`config.mk`:
```
export PLATFORM = sky130hd
export DESIGN_NAME = pipelined_datapath
export DESIGN_NICKNAME = d
export VERILOG_FILES = /design/src/rtl/datapath_pkg.sv /design/src/rtl/dp_alu.sv /design/src/rtl/pipelined_datapath.sv
export SDC_FILE = /design/constraint.sdc
export NUM_CORES = 1
export LEC_CHECK = 0
export ABC_CLOCK_PERIOD_IN_PS = 8100
export BUFFER_PORTS_ARGS = -buffer_cell sky130_fd_sc_hd__buf_4
export CORE_ASPECT_RATIO = 1.25
export CORE_UTILIZATION = 62
export DETAILED_ROUTE_END_ITERATION = 10
export PLACE_DENSITY = 0.89
export SLEW_MARGIN = 40
export SYNTH_ARGS = -nofsm -noshare
export SYNTH_HDL_FRONTEND = slang
export SYNTH_SLANG_ARGS = --single-unit
export TNS_END_PERCENT = 30
```
`constraint.sdc`:
```
create_clock -name clk -period 8.1 [get_ports clk]
set_input_delay 1.215 -clock clk [delete_from_list [all_inputs] [get_ports clk]]
set_output_delay 1.215 -clock clk [all_outputs]
set_load 0.01 [all_outputs]
```
`src/rtl/datapath_pkg.sv`:
```
// Shared types and constants for the pipelined datapath.
//   alu_op_e   : ALU operation encoding (codes 8-15 pass B)
//   pc_op_e    : PC operation encoding (codes 5-7 behave as increment)
//   dp_state_e : control FSM state (run / memory wait)
//   *_IDX      : bit positions of {C,V,Z,N} in the flags vector
package datapath_pkg;

    typedef enum logic [3:0] {
        AluAdd = 4'd0,
        AluAdc = 4'd1,
        AluSub = 4'd2,
        AluAnd = 4'd3,
        AluOr  = 4'd4,
        AluXor = 4'd5,
        AluShl = 4'd6,
        AluShr = 4'd7
    } alu_op_e;

    typedef enum logic [2:0] {
        PcInc  = 3'd0,
        PcJmp  = 3'd1,
        PcBcs  = 3'd2,
        PcCall = 3'd3,
        PcRet  = 3'd4
    } pc_op_e;

    typedef enum logic {
        StRun = 1'b0,
        StMem = 1'b1
    } dp_state_e;

    localparam int unsigned C_IDX = 3;
    localparam int unsigned V_IDX = 2;
    localparam int unsigned Z_IDX = 1;
    localparam int unsigned N_IDX = 0;

endpackage

```
`src/rtl/dp_alu.sv`:
```
// Combinational ALU and shifter.
//   a_i, b_i  : operands
//   op_i      : operation (alu_op_e, 8-15 pass B)
//   c_i       : current carry flag (ADC carry-in, kept by non-arith ops and zero shifts)
//   res_o     : result, mod 2^DW
//   flags_o   : {C,V,Z,N} computed from this operation
module dp_alu
    import datapath_pkg::*;
#(
    parameter int unsigned DW = 8
) (
    input  logic [DW-1:0] a_i,
    input  logic [DW-1:0] b_i,
    input  logic [3:0]    op_i,
    input  logic          c_i,
    output logic [DW-1:0] res_o,
    output logic [3:0]    flags_o
);

    localparam int unsigned SW = $clog2(DW);

    logic [SW-1:0] amt;
    logic [DW:0]   sum;
    logic [DW:0]   shl;
    logic [DW:0]   shr;
    logic          c;
    logic          v;

    assign amt = b_i[SW-1:0];
    // One extra bit catches the last bit shifted out on either side.
    assign shl = {1'b0, a_i} << amt;
    assign shr = {a_i, 1'b0} >> amt;

    always_comb begin
        res_o = b_i;
        c     = c_i;
        v     = 1'b0;
        sum   = '0;
        case (op_i)
            AluAdd, AluAdc: begin
                sum   = {1'b0, a_i} + {1'b0, b_i}
                        + {{DW{1'b0}}, (op_i == AluAdc) ? c_i : 1'b0};
                res_o = sum[DW-1:0];
                c     = sum[DW];
                v     = (a_i[DW-1] == b_i[DW-1]) && (res_o[DW-1] != a_i[DW-1]);
            end
            AluSub: begin
                sum   = {1'b0, a_i} - {1'b0, b_i};
                res_o = sum[DW-1:0];
                c     = ~sum[DW];  // carry means no borrow
                v     = (a_i[DW-1] != b_i[DW-1]) && (res_o[DW-1] != a_i[DW-1]);
            end
            AluAnd: res_o = a_i & b_i;
            AluOr:  res_o = a_i | b_i;
            AluXor: res_o = a_i ^ b_i;
            AluShl: begin
                res_o = shl[DW-1:0];
                if (amt != '0) c = shl[DW];
            end
            AluShr: begin
                res_o = shr[DW:1];
                if (amt != '0) c = shr[0];
            end
            default: res_o = b_i;
        endcase
        flags_o        = '0;
        flags_o[C_IDX] = c;
        flags_o[V_IDX] = v;
        flags_o[Z_IDX] = (res_o == '0);
        flags_o[N_IDX] = res_o[DW-1];
    end

endmodule

```
`src/rtl/pipelined_datapath.sv`:
```
// Two-stage (EX/WB) datapath: register file with WB->EX forwarding, ALU, flags, PC/LR and a
// req/ack data-memory port that stalls the instruction stream while a load/store is pending.
//   clk, reset              : clock (rising edge), asynchronous active-high reset
//   in_valid_i/in_ready_o   : instruction handshake; flush_i squashes the presented instruction
//   rn/rm/rd_addr_i, imm_val_i, use_imm_i, alu_op_i, pc_op_i, wr_en_i, flag_we_i, ld_i, st_i
//                           : decoded instruction fields
//   mem_req_o/mem_we_o/mem_addr_o/mem_wdata_o, mem_rdata_i/mem_ack_i : data-memory port
//   pc_o, lr_o, flags_o ({C,V,Z,N}), busy_o
module pipelined_datapath
    import datapath_pkg::*;
#(
    parameter  int unsigned DW    = 8,
    parameter  int unsigned AW    = 16,
    parameter  int unsigned NREGS = 16,
    localparam int unsigned RA    = $clog2(NREGS)
) (
    input  logic          clk,
    input  logic          reset,
    input  logic          in_valid_i,
    output logic          in_ready_o,
    input  logic          flush_i,
    input  logic [RA-1:0] rn_addr_i,
    input  logic [RA-1:0] rm_addr_i,
    input  logic [RA-1:0] rd_addr_i,
    input  logic [DW-1:0] imm_val_i,
    input  logic          use_imm_i,
    input  logic [3:0]    alu_op_i,
    input  logic [2:0]    pc_op_i,
    input  logic          wr_en_i,
    input  logic          flag_we_i,
    input  logic          ld_i,
    input  logic          st_i,
    output logic          mem_req_o,
    output logic          mem_we_o,
    output logic [AW-1:0] mem_addr_o,
    output logic [DW-1:0] mem_wdata_o,
    input  logic [DW-1:0] mem_rdata_i,
    input  logic          mem_ack_i,
    output logic [AW-1:0] pc_o,
    output logic [AW-1:0] lr_o,
    output logic [3:0]    flags_o,
    output logic          busy_o
);

    logic [DW-1:0]   regs_q [NREGS];
    logic            wb_valid_q;
    logic [RA-1:0]   wb_rd_q;
    logic [DW-1:0]   wb_data_q;
    dp_state_e       state_q;
    logic            mem_req_q;
    logic            mem_we_q;
    logic [AW-1:0]   mem_addr_q;
    logic [DW-1:0]   mem_wdata_q;
    logic [RA-1:0]   mem_rd_q;
    logic [AW-1:0]   pc_q;
    logic [AW-1:0]   lr_q;
    logic [3:0]      flags_q;

    logic [DW-1:0]   op_a;
    logic [DW-1:0]   op_b;
    logic [DW-1:0]   op_d;
    logic [DW-1:0]   alu_res;
    logic [3:0]      alu_flags;
    logic [2*DW-1:0] ab_cat;
    logic [AW-1:0]   pc_inc;
    logic            accept;
    logic            is_mem;

    assign in_ready_o = (state_q == StRun);
    assign accept     = in_valid_i & in_ready_o & ~flush_i;
    assign is_mem     = ld_i | st_i;

    // Operand reads bypass the register file when WB is about to write the same register.
    always_comb begin
        op_a = regs_q[rn_addr_i];
        if (wb_valid_q && (wb_rd_q == rn_addr_i)) op_a = wb_data_q;
        op_b = regs_q[rm_addr_i];
        if (wb_valid_q && (wb_rd_q == rm_addr_i)) op_b = wb_data_q;
        if (use_imm_i) op_b = imm_val_i;
        op_d = regs_q[rd_addr_i];
        if (wb_valid_q && (wb_rd_q == rd_addr_i)) op_d = wb_data_q;
    end

    assign ab_cat = {op_a, op_b};
    assign pc_inc = pc_q + AW'(1);

    dp_alu #(
        .DW(DW)
    ) u_alu (
        .a_i    (op_a),
        .b_i    (op_b),
        .op_i   (alu_op_i),
        .c_i    (flags_q[C_IDX]),
        .res_o  (alu_res),
        .flags_o(alu_flags)
    );

    always_ff @(posedge clk or posedge reset) begin
        if (reset) begin
            for (int i = 0; i < int'(NREGS); i++) regs_q[i] <= '0;
        end else if (wb_valid_q) begin
            regs_q[wb_rd_q] <= wb_data_q;
        end
    end

    // WB holds at most one result: an ALU result at accept, or load data at mem_ack.
    always_ff @(posedge clk or posedge reset) begin
        if (reset) begin
            wb_valid_q <= 1'b0;
            wb_rd_q    <= '0;
            wb_data_q  <= '0;
        end else if (accept && !is_mem && wr_en_i) begin
            wb_valid_q <= 1'b1;
            wb_rd_q    <= rd_addr_i;
            wb_data_q  <= alu_res;
        end else if ((state_q == StMem) && mem_ack_i && !mem_we_q) begin
            wb_valid_q <= 1'b1;
            wb_rd_q    <= mem_rd_q;
            wb_data_q  <= mem_rdata_i;
        end else begin
            wb_valid_q <= 1'b0;
        end
    end

    always_ff @(posedge clk or posedge reset) begin
        if (reset) begin
            state_q     <= StRun;
            mem_req_q   <= 1'b0;
            mem_we_q    <= 1'b0;
            mem_addr_q  <= '0;
            mem_wdata_q <= '0;
            mem_rd_q    <= '0;
        end else begin
            case (state_q)
                StRun: begin
                    if (accept && is_mem) begin
                        state_q     <= StMem;
                        mem_req_q   <= 1'b1;
                        mem_we_q    <= ~ld_i;  // ld wins if both are set
                        mem_addr_q  <= ab_cat[AW-1:0];
                        mem_wdata_q <= op_d;
                        mem_rd_q    <= rd_addr_i;
                    end
                end
                StMem: begin
                    if (mem_ack_i) begin
                        state_q   <= StRun;
                        mem_req_q <= 1'b0;
                        mem_we_q  <= 1'b0;
                    end
                end
                default: state_q <= StRun;
            endcase
        end
    end

    always_ff @(posedge clk or posedge reset) begin
        if (reset) begin
            pc_q    <= '0;
            lr_q    <= '0;
            flags_q <= '0;
        end else if (accept) begin
            if (flag_we_i) flags_q <= alu_flags;
            case (pc_op_i)
                PcJmp: pc_q <= ab_cat[AW-1:0];
                // Branch tests the carry from before this instruction's own flag update.
                PcBcs: pc_q <= flags_q[C_IDX] ? pc_q + AW'($signed(imm_val_i)) : pc_inc;
                PcCall: begin
                    lr_q <= pc_inc;
                    pc_q <= ab_cat[AW-1:0];
                end
                PcRet:   pc_q <= lr_q;
                default: pc_q <= pc_inc;
            endcase
        end
    end

    assign mem_req_o   = mem_req_q;
    assign mem_we_o    = mem_we_q;
    assign mem_addr_o  = mem_addr_q;
    assign mem_wdata_o = mem_wdata_q;
    assign pc_o        = pc_q;
    assign lr_o        = lr_q;
    assign flags_o     = flags_q;
    assign busy_o      = (state_q == StMem);

endmodule
```
* After elaboration in Yosys (flattened, before gate mapping) *
Index checks and enable logic that the tools add are counted.

storage, ports and cells
  output and inout port bits = 64
  bits in latches = 0
  input bits = 45
  memory bits (writable) = 0
  bits in registers = 208
  logic and storage cells = 140
  memories = 0
  bits in read-only memories = 0

operators by class
  reduce and logical (&&, ||, !) cells = 25
  $add $sub $neg = 5
  mux-type cells = 38
  order comparisons = 5
  multipliers = 0
  divide/modulo/power cells = 0
  bitwise logic cells = 14
  shift-type cells = 2
  equal/unequal tests = 22

operators by type and width
  cell                                                                   count
  128-bit bitwise mux                                                    1
  8-bit 2-to-1 mux                                                       13
  8-bit binary-select mux with 4-bit select                              3
  8-bit one-hot mux with 7 select lines                                  1
  16-bit one-hot mux with 3 select lines                                 1
  8-bit demux with 4-bit select                                          1
  5-bit greater-or-equal comparator, second input constant               4
  4-bit NOT with 5-bit output                                            4
  16-bit by 1-bit adder with 16-bit output, second input constant        1
  16-bit adder                                                           1
  4-bit by 3-bit equality test with 1-bit output, second input constant  4
  16-bit 2-to-1 mux                                                      1
  4-bit equality test                                                    3
  1-bit logical AND                                                      11
  1-bit 2-to-1 mux                                                       10
  8-bit by 8-bit adder with 9-bit output                                 1
  9-bit by 1-bit adder with 9-bit output                                 1
  8-bit by 3-bit << shifter with 9-bit output                            1
  9-bit by 3-bit right shift with 9-bit output                           1
  8-bit by 8-bit subtractor with 9-bit output                            1
  8-bit bitwise AND                                                      1
  4-bit by 2-bit equality test with 1-bit output, second input constant  2
  8-bit logical NOT                                                      1
  4-bit 2-to-1 mux                                                       2
  other kinds (24)                                                       41

* Logic depth before layout (Yosys ltp) *
Gate-level depths: netlist of the first run.

  depth in word-level cells = 11
  gate-level depth with buffers = 23

* Cells and area by module *
A second synthesis of the first run with hierarchy kept.

unflattened totals
  cell total of the unflattened synthesis = 1336
  area, all modules = 15026.9 um^2

modules (own cells, without submodules)
  module              area an instance (um^2)  instances  seq. area each (um^2)  cells an instance
  pipelined_datapath  12858.6                  1          5205.0                 1044
  dp_alu              2168.3                   1          0.0                    292

* Least setup slack after synthesis of the first run *
OpenSTA, ideal clock, no wires.

  path type = in2reg
  start = in rm_addr_i[0]
  end = reg flags_q[1] (netlist: flags_o[1])
  setup time = 0.076 ns
  arrival = 5.267 ns
  buffers on the path = 3
  required time = 8.024 ns
  setup slack = 2.756 ns
  cell stages on the path = 17
  path through = buf_2 -> buf_2 -> buf_2 -> mux4_2 -> mux4_2 -> mux2_2 -> mux2i_1 -> ha_1 -> o21ai_0 -> a21oi_1 -> o41ai_1 -> o22a_1 -> a31oi_1 -> a211oi_1 -> a22o_1 -> nand4_1 -> o21ai_1

between the ends
  longest elaborated chain between the ends = 10

RTL lines
  what                                                  line                       RTL
  start, declared                                       pipelined_datapath.sv:23   input logic [RA-1:0] rm_addr_i,
  4-bit NOT with 5-bit output (implied by the code)     pipelined_datapath.sv:77   op_b = regs_q[rm_addr_i];
  8-bit binary-select mux with 4-bit select             pipelined_datapath.sv:77
  8-bit 2-to-1 mux (implied by the code) (2 in series)  pipelined_datapath.sv:77
  8-bit 2-to-1 mux *                                    pipelined_datapath.sv:78   if (wb_valid_q && (wb_rd_q == rm_addr_i)) op_b = wb_data_q;
  8-bit 2-to-1 mux *                                    pipelined_datapath.sv:79   if (use_imm_i) op_b = imm_val_i;
  8-bit by 8-bit adder with 9-bit output                dp_alu.sv:41               sum = {1'b0, a_i} + {1'b0, b_i}
  9-bit by 1-bit adder with 9-bit output                dp_alu.sv:42               + {{DW{1'b0}}, (op_i == AluAdc) ? c_i : 1'b0};
  8-bit one-hot mux with 7 select lines *               dp_alu.sv:39               case (op_i)
  8-bit logical NOT *                                   dp_alu.sv:69               flags_o[Z_IDX] = (res_o == '0);
  end signal, assigned                                  pipelined_datapath.sv:163  if (flag_we_i) flags_q <= alu_flags;
  end, declared                                         pipelined_datapath.sv:57   logic [3:0] flags_q;

Every way passes the cells marked *; elsewhere a longest branch is shown, timed or not. The select of a mux whose other input is x is not followed.
A chain may end at the register's enable or synchronous reset.

* Worst setup path after layout of the first run *
  start = in rn_addr_i[0]
  end = reg flags_q[1] (netlist: flags_o[1])

between the ends
  longest elaborated chain between the ends = 9

RTL lines
  what                                                  line                      RTL
  start, declared                                       pipelined_datapath.sv:22  input logic [RA-1:0] rn_addr_i,
  4-bit NOT with 5-bit output (implied by the code)     pipelined_datapath.sv:75  op_a = regs_q[rn_addr_i];
  8-bit binary-select mux with 4-bit select             pipelined_datapath.sv:75
  8-bit 2-to-1 mux (implied by the code) (2 in series)  pipelined_datapath.sv:75
  8-bit 2-to-1 mux *                                    pipelined_datapath.sv:76  if (wb_valid_q && (wb_rd_q == rn_addr_i)) op_a = wb_data_q;
  named net op_a[0]                                     pipelined_datapath.sv:59  logic [DW-1:0] op_a;
  8-bit by 8-bit adder with 9-bit output                dp_alu.sv:41
  9-bit by 1-bit adder with 9-bit output                dp_alu.sv:42
  8-bit one-hot mux with 7 select lines *               dp_alu.sv:39
  8-bit logical NOT *                                   dp_alu.sv:69

Mark *: on every way through the listed nets, which the timed path passes. The rest lies on a longest branch. The select of a mux whose other input is x is not followed.

==> results of run 1 <==
power groups by stage:
stage | clock network [uW] | registers (uW) | logic, uW
6_report | 1080 | 1790 | 1860
5_1_grt | 1130 | 1820 | 2000
3_5_place_dp | 0 | 1770 | 1820
4_1_cts | 1090 | 1760 | 1840
2_1_floorplan | 0 | 1600 | 1360
3_3_place_gp | 0 | 1730 | 1770
area by class of cell:
class                           count  share of cell area
Clock buffer                       30              0.0383
Multi-Input combinational cell    971               0.544
Clock inverter                      5             0.00841
Sequential cell                   208               0.321
Timing Repair Buffer              123              0.0569
Tap cell                          288              0.0222
Inverter                           37             0.00933
state kept, by name (all words and copies together) (netlist names):
signal / cells
pc_o: 16
mem_rd_q: 4
mem_we_o: 1
regs_q: 128
flags_o: 4
busy_o: 1
wb_valid_q: 1
lr_o: 16
wb_data_q: 8
mem_addr_o: 16
mem_req_o: 1
mem_wdata_o: 8
wb_rd_q: 4
stage by stage:
stage	cells	hold slack [ns]	util	setup WS, ns	cell area [um^2]
after floorplan	1318	0.446	-	1.20	14600
after global placement	1627	0.462	0.669	2.06	15400
after detailed placement	1627	0.473	0.671	1.95	15500
after CTS	1662	0.486	0.704	2.45	16200
after global routing	1662	0.505	0.704	2.02	16200
final	1662	0.481	0.704	2.33	16200
worst max-delay path, stage by stage:
cell and delay, ns:
sky130_fd_sc_hd__buf_4 0.49, sky130_fd_sc_hd__xnor2_1 0.22, sky130_fd_sc_hd__nand2_1 0.14, sky130_fd_sc_hd__nor4_4 0.55, sky130_fd_sc_hd__mux2i_1 0.80, sky130_fd_sc_hd__inv_1 0.21, sky130_fd_sc_hd__ha_1 0.28, sky130_fd_sc_hd__fa_1 0.45
sky130_fd_sc_hd__nor2b_1 0.13, sky130_fd_sc_hd__o21ai_0 0.12, sky130_fd_sc_hd__a21boi_0 0.26, sky130_fd_sc_hd__o21ai_0 0.15, sky130_fd_sc_hd__a31oi_1 0.24, sky130_fd_sc_hd__o221ai_1 0.17, sky130_fd_sc_hd__a221o_1 0.29, sky130_fd_sc_hd__o21ai_0 0.24
sky130_fd_sc_hd__nand4_1 0.12, sky130_fd_sc_hd__o21ai_1 0.12
logic make-up (layout without fill, tap and decap cells):
group | count (synthesis) | after routing | synth area share
XOR/XNOR | 48 | 48 | 0.0288
AO/OA/AOI/OAI | 286 | 286 | 0.125
multiplexers | 300 | 300 | 0.314
adder cells (fa/ha/maj) | 45 | 45 | 0.0407
flip-flops | 208 | 208 | 0.357
AND/OR/NAND/NOR | 292 | 292 | 0.0933
buffers and inverters | 139 | 195 | 0.0414
routing by layer:
metal	GRT usage	wire length, um	vias up
li1	-	-	5045
met4	0.240	3020	0
met5	0	0	-
met2	0.625	22000	848
met3	0.0831	4480	211
met1	0.468	15800	5934
Yosys cell counts, types with 13 or more instances:
cell type                  number  share of area
sky130_fd_sc_hd__o21ai_0       89          0.031
sky130_fd_sc_hd__mux4_2       110           0.17
sky130_fd_sc_hd__dfrtp_1      208           0.36
sky130_fd_sc_hd__a211oi_1      13         0.0067
sky130_fd_sc_hd__mux2i_1       47          0.032
sky130_fd_sc_hd__xnor2_1       29          0.017
sky130_fd_sc_hd__clkbuf_1      74          0.019
sky130_fd_sc_hd__nor3_1        13         0.0045
sky130_fd_sc_hd__xor2_1        19          0.011
sky130_fd_sc_hd__o22ai_1       13         0.0056
sky130_fd_sc_hd__inv_1         36         0.0093
sky130_fd_sc_hd__a21oi_1       64          0.022
sky130_fd_sc_hd__nand2_1      120          0.031
sky130_fd_sc_hd__o221ai_1      13         0.0078
sky130_fd_sc_hd__mux2_2       140           0.11
sky130_fd_sc_hd__nand3_1       22         0.0076
sky130_fd_sc_hd__ha_1          41          0.035
sky130_fd_sc_hd__buf_2         14         0.0048
sky130_fd_sc_hd__nor2b_1       22         0.0094
sky130_fd_sc_hd__nor2_1        61          0.016
worst max path at each step:
stage                            start    endpoint  slack, ns  cells after the start
after floorplan                  reset      busy_o       1.20                      1
after global placement    rm_addr_i[0]  flags_o[1]       2.06                     18
after detailed placement  rn_addr_i[0]  flags_o[1]       1.95                     18
after CTS                 rn_addr_i[0]  flags_o[1]       2.45                     18
after global routing      rn_addr_i[0]  flags_o[1]       2.02                     18
final                     rn_addr_i[0]  flags_o[1]       2.33                     18
==> summary.txt, run 1 <==
STA
--------------------------------------------------------------------------------------
Final setup fails                                                                    0
Worst slew margin relative to its limit                                          0.413
Worst-Margin Slew                                                             0.856 ns
Max-slew violation count                                                             0
Final hold violation count                                                           0
Setup repair after global routing missed its margin                                 no
Final sum of negative setup slack                                                 0 ns
Highest achievable clock rate                                                0.173 GHz
Time the final worst path needs with I/O delays and setup                      5.77 ns
Layout Skew                                                                  0.0212 ns
Share of the cycle needed by the critical path after routing                     0.713

SETUP PATH
--------------------------------------------------------------------------------------
Endpoint of the worst-slack reg-to-reg timing path                          flags_o[1]
Critical path class                                                       input pin to register
R2R Path Start                                                              wb_rd_q[0]
Kind of end point of the critical path                                        register
CP Max Fanout                                                                       33
CP Data Required Time                                                          8.55 ns
Critical Path Source Type                                                    input pin
Worst path arrival time                                                        6.22 ns
Register-to-register setup slack                                               2.94 ns
Reg2reg path depth                                                                  17

DETAILED ROUTING
--------------------------------------------------------------------------------------
Routed vias/inst                                                                  7.24
Violation count after the first detailed-routing iteration                        1375
WL per Instance                                                                27.2 um
Drt first pass iters                                                                11
Antenna violation net count after detailed routing                                   0
DRC errors left                                                                     15
Wire length reported by the detailed router                                   45300 um
Via count                                                                        12000

PWR
--------------------------------------------------------------------------------------
Switching fraction of total power                                                0.374
Worst-case vdd ir drop                                                          251 uV
Overall power                                                                  4730 uW
Fraction of power consumed by sequential logic                                   0.378
Power spent charging and discharging nets                                      1770 uW
Clock power share                                                                0.229
Part of the total power dissipated in combinational logic                        0.394
Pint                                                                           2960 uW
Pwr Density                                                                292 mW/mm^2
Static leakage                                                              0.00714 uW

GLOBAL ROUTING
--------------------------------------------------------------------------------------
Antenna violations before repair                                                     1
Maximum number of pins on one net before global-route repair                       119
Overall global routing resource usage                                            0.384
Grt total ovfl                                                                       0
Number of global-route vias before repair                                        12200
First-pass GRT wire length                                                    70500 um

LOGIC SYNTHESIS
--------------------------------------------------------------------------------------
Sequential cell area fraction in the yosys report                                0.357
Synthesized net count                                                             1408
Avg Synthesized Cell Area                                                    11.1 um^2
Total of warnings raised by yosys                                                    0
FF+latch count, synth                                                              208
Cell area after synthesis                                                  0.0146 mm^2
Cells after synthesis                                                             1318
Unique cell type count in the Yosys netlist                                         69
Dominant register cell in the synthesized netlist                         sky130_fd_sc_hd__dfrtp_1
Number of enable-type register cells in the synthesized netlist                      0
Fraction of registers with async set or reset after synthesis                     1.00

LAYOUT
--------------------------------------------------------------------------------------
Sequential Area                                                           0.00520 mm^2
Area of the multi-input gates                                             0.00882 mm^2
Count of nets after finishing                                                     1453
Most common cell after layout, fill and taps aside                        sky130_fd_sc_hd__dfrtp_1
Antenna Cells                                                                        0
Share of post-route cells with drive strength above 1                            0.312
Most used cells in the layout excluding fill and tap cells                sky130_fd_sc_hd__dfrtp_1 (208), sky130_fd_sc_hd__mux2_2 (140), sky130_fd_sc_hd__buf_4 (123), sky130_fd_sc_hd__nand2_1 (120), sky130_fd_sc_hd__mux4_2 (110)
Filler cells                                                                      1578
Area added between synthesis and finish                                          11.2%

CLOCK TREE
--------------------------------------------------------------------------------------
CTS tree                                                                           yes
Clock slew at reported path FFs                                                0.07 ns
Root Buffer Master                                                        sky130_fd_sc_hd__clkbuf_16
Max clock buf depth                                                                  3
H-tree levels                                                                        1
CTS resizes                                                                          0
Count of clock tree sinks                                                          208
Buffers inserted during post-CTS setup optimization                                  0
Number of buffers added by the clock tree synthesis step                            22
Clock insertion delay at the later pin of the skew report                      0.53 ns
Number of hold buffers added after cts                                               0

MIN PATH
--------------------------------------------------------------------------------------
Launch instance of the worst min-delay path                               mem_addr_o[1]
WHS Path Cells                                                                       2
Kind of path behind the tightest hold check                               register to register
Hold path endpoint                                                        mem_addr_o[1]

DIE
--------------------------------------------------------------------------------------
Die area                                                                   0.0241 mm^2
Initial cell density of the core                                                 0.633
Core box area                                                              0.0230 mm^2
Cell row count                                                                      62
Vert. Die Dim                                                                   173 um
Die width                                                                       139 um
Top-level I/O count                                                                109

STATUS
--------------------------------------------------------------------------------------
Violations in the final reports                                           design-rule violations
Status                                                                    finished with violations

PLACE
--------------------------------------------------------------------------------------
Count of input and output buffers                                                  108
Detail Placement HPWL                                                         30400 um
Weighted congestion reported at the end of routability-driven placement          0.999

RUN
--------------------------------------------------------------------------------------
Number of max-capacitance violations reported                                        0

(Power assumes the default switching activity.)
==> inputs of run 2 (changes only) <==
--- a/config.mk
+++ b/config.mk
@@ -5,12 +5,12 @@
 export SDC_FILE = /design/constraint.sdc
 export NUM_CORES = 1
 export LEC_CHECK = 0
-export ABC_CLOCK_PERIOD_IN_PS = 8100
+export ABC_CLOCK_PERIOD_IN_PS = 5170
 export BUFFER_PORTS_ARGS = -buffer_cell sky130_fd_sc_hd__buf_4
 export CORE_ASPECT_RATIO = 1.25
-export CORE_UTILIZATION = 62
+export CORE_UTILIZATION = 56
 export DETAILED_ROUTE_END_ITERATION = 10
-export PLACE_DENSITY = 0.89
+export PLACE_DENSITY = 0.85
 export SLEW_MARGIN = 40
 export SYNTH_ARGS = -nofsm -noshare
 export SYNTH_HDL_FRONTEND = slang
==> constraint.sdc (replaced) <==
create_clock -name clk -period 5.17 [get_ports clk]
set_input_delay 0.7755 -clock clk [delete_from_list [all_inputs] [get_ports clk]]
set_output_delay 0.7755 -clock clk [all_outputs]
set_load 0.01 [all_outputs]
==> run 2 against run 1 <==
  * The flow now finishes without violations
  * Clock skew rose by 0.00078 ns
  * Critical path depth fell by 1
  * First-iteration DRC count fell by 18%
  * Non-clock buffer count rose by 23
  * Highest routed layer unchanged
==> summary.txt, run 2 (synthesis results as in run 1) <==
STATUS
--------------------------------------------------------------------------------------
Status                                                                    finished clean

PWR
--------------------------------------------------------------------------------------
Worst-case vdd ir drop                                                          276 uV
Pwr Density                                                                449 mW/mm^2
Static leakage                                                              0.00725 uW
Overall power                                                                  7380 uW

PLACE
--------------------------------------------------------------------------------------
Worst setup slack before clock tree synthesis                                 0.177 ns
Detail Placement HPWL                                                         32600 um
Count of input and output buffers                                                  108
Weighted congestion reported at the end of routability-driven placement          0.976

LAYOUT
--------------------------------------------------------------------------------------
Register bank with the most flops                                               regs_q
Filler cells                                                                      1906
Final design utilization                                                         0.648
Count of nets after finishing                                                     1476
Most used cells in the layout excluding fill and tap cells                sky130_fd_sc_hd__dfrtp_1 (208), sky130_fd_sc_hd__buf_4 (143), sky130_fd_sc_hd__mux2_2 (140), sky130_fd_sc_hd__nand2_1 (120), sky130_fd_sc_hd__mux4_2 (110)
Area added between synthesis and finish                                          12.8%
Most common cell after layout, fill and taps aside                        sky130_fd_sc_hd__dfrtp_1
Flip-flop count of the largest register after layout                               128
Share of post-route cells with drive strength above 1                            0.326
Antenna Cells                                                                        0

GLOBAL ROUTING
--------------------------------------------------------------------------------------
Grt total ovfl                                                                       0
First-pass GRT wire length                                                    70800 um
Overall global routing resource usage                                            0.349
Maximum number of pins on one net before global-route repair                       103
Number of global-route vias before repair                                        12200
Antenna violations before repair                                                     0

SETUP PATH
--------------------------------------------------------------------------------------
Endpoint of the worst-slack reg-to-reg timing path                          flags_o[1]
CP Data Required Time                                                          5.61 ns
CP Max Fanout                                                                       13
R2R Path Start                                                              regs_q[89]
Kind of end point of the critical path                                        register
Critical path class                                                       input pin to register
Worst path arrival time                                                        5.01 ns
Register-to-register setup slack                                               0.79 ns
Critical Path Source Type                                                    input pin
Reg2reg path depth                                                                  16

STA
--------------------------------------------------------------------------------------
Time the final worst path needs with I/O delays and setup                      4.57 ns
Max-slew violation count                                                             0
Highest achievable clock rate                                                0.219 GHz
Worst slew margin relative to its limit                                          0.414
Final critical-path setup slack                                               0.597 ns
Final hold violation count                                                           0
Layout Skew                                                                  0.0220 ns
Setup repair after global routing missed its margin                                 no
Worst-Margin Slew                                                             0.878 ns
Final setup fails                                                                    0
Final sum of negative setup slack                                                 0 ns
Share of the cycle needed by the critical path after routing                     0.885

CLOCK TREE
--------------------------------------------------------------------------------------
Max clock buf depth                                                                  3
Clock slew at reported path FFs                                                0.06 ns
Buffers inserted during post-CTS setup optimization                                  0
H-tree levels                                                                        1
Number of hold buffers added after cts                                               0
CTS resizes                                                                          0
Root Buffer Master                                                        sky130_fd_sc_hd__clkbuf_16
Count of clock tree sinks                                                          208
Number of buffers added by the clock tree synthesis step                            22
CTS tree                                                                           yes
Clock insertion delay at the later pin of the skew report                      0.52 ns

DETAILED ROUTING
--------------------------------------------------------------------------------------
WL per Instance                                                                26.5 um
Drt first pass iters                                                                 7
Via count                                                                        12100
DRC errors left                                                                      0
Wire length reported by the detailed router                                   46000 um
Routed vias/inst                                                                  6.98
Violation count after the first detailed-routing iteration                        1132
Antenna violation net count after detailed routing                                   0

DIE
--------------------------------------------------------------------------------------
Vert. Die Dim                                                                   182 um
Die area                                                                   0.0267 mm^2
Top-level I/O count                                                                109
Die width                                                                       146 um
Core box area                                                              0.0254 mm^2
Cell row count                                                                      65
Initial cell density of the core                                                 0.575

MIN PATH
--------------------------------------------------------------------------------------
Kind of path behind the tightest hold check                               input pin to asynchronous set/reset pin

RUN
--------------------------------------------------------------------------------------
Number of max-capacitance violations reported                                        0

run 2: cell types whose count changed in the layout (fill, tap and decap cells not counted), sizes merged:
cell,previous run,this run
buf,123,146
bufinv,4,2
clkbuf,30,27
clkinv,3,8
clkinvlp,0,1
run 2: area by class of cell:
class                      instances  area [um^2]  area share
timing repair buffer             146         1140      0.0694
sequential                       208         5200       0.316
clock buffer                      27          589      0.0358
multi-input combinational        971         8840       0.537
tap                              335          419      0.0255
clock inverter                     9          114     0.00692
inverter                          37          143     0.00867
run 2: how the worst max path moves through the flow:
| stage | end | cells after the start | startpoint |
|---|---|---|---|
| 4_1_cts | flags_o[1] | 15 | rm_addr_i[0] |
| 3_3_place_gp | flags_o[1] | 17 | rm_addr_i[3] |
| 2_1_floorplan | flags_o[1] | 17 | rm_addr_i[0] |
| 5_1_grt | flags_o[1] | 18 | rm_addr_i[3] |
| 6_report | flags_o[1] | 17 | rm_addr_i[3] |
| 3_5_place_dp | flags_o[1] | 15 | rm_addr_i[0] |
run 2: worst max-delay path, stage by stage:
cell and delay, ns:
sky130_fd_sc_hd__buf_4 0.25, sky130_fd_sc_hd__buf_4 0.25, sky130_fd_sc_hd__mux4_2 0.53, sky130_fd_sc_hd__a221oi_1 0.41, sky130_fd_sc_hd__o21a_1 0.22, sky130_fd_sc_hd__inv_1 0.09, sky130_fd_sc_hd__fa_1 0.46, sky130_fd_sc_hd__nor2b_1 0.21
sky130_fd_sc_hd__o21ai_0 0.13, sky130_fd_sc_hd__a21boi_0 0.29, sky130_fd_sc_hd__o21ai_0 0.16, sky130_fd_sc_hd__a31oi_1 0.25, sky130_fd_sc_hd__o221ai_1 0.16, sky130_fd_sc_hd__a221o_1 0.29, sky130_fd_sc_hd__o21ai_0 0.27, sky130_fd_sc_hd__nand4_1 0.13
sky130_fd_sc_hd__o21ai_1 0.13
run 2: layer usage:
layer  GRT usage  share of wire  wire [um]
met1       0.417           0.35      16100
met2       0.572           0.48      22200
met3      0.0498          0.085       3890
met4       0.270          0.082       3770
met5           0              0          0
run 2: where the power goes:
part	internal [uW]	total [uW]	leakage [uW]	switching [uW]
Sequential	2110	2790	0.00276	685
Clock	910	1590	0.000348	677
Combinational	1540	3000	0.00413	1460
run 2: per-stage QoR:
step | hold WS (ns) | std cells | cell area (um^2)
after global routing | 0.437 | 1733 | 16400
after detailed placement | 0.472 | 1697 | 15700
after CTS | 0.382 | 1733 | 16400
final | 0.373 | 1733 | 16400
after global placement | 0.463 | 1696 | 15700
after floorplan | 0.446 | 1318 | 14600
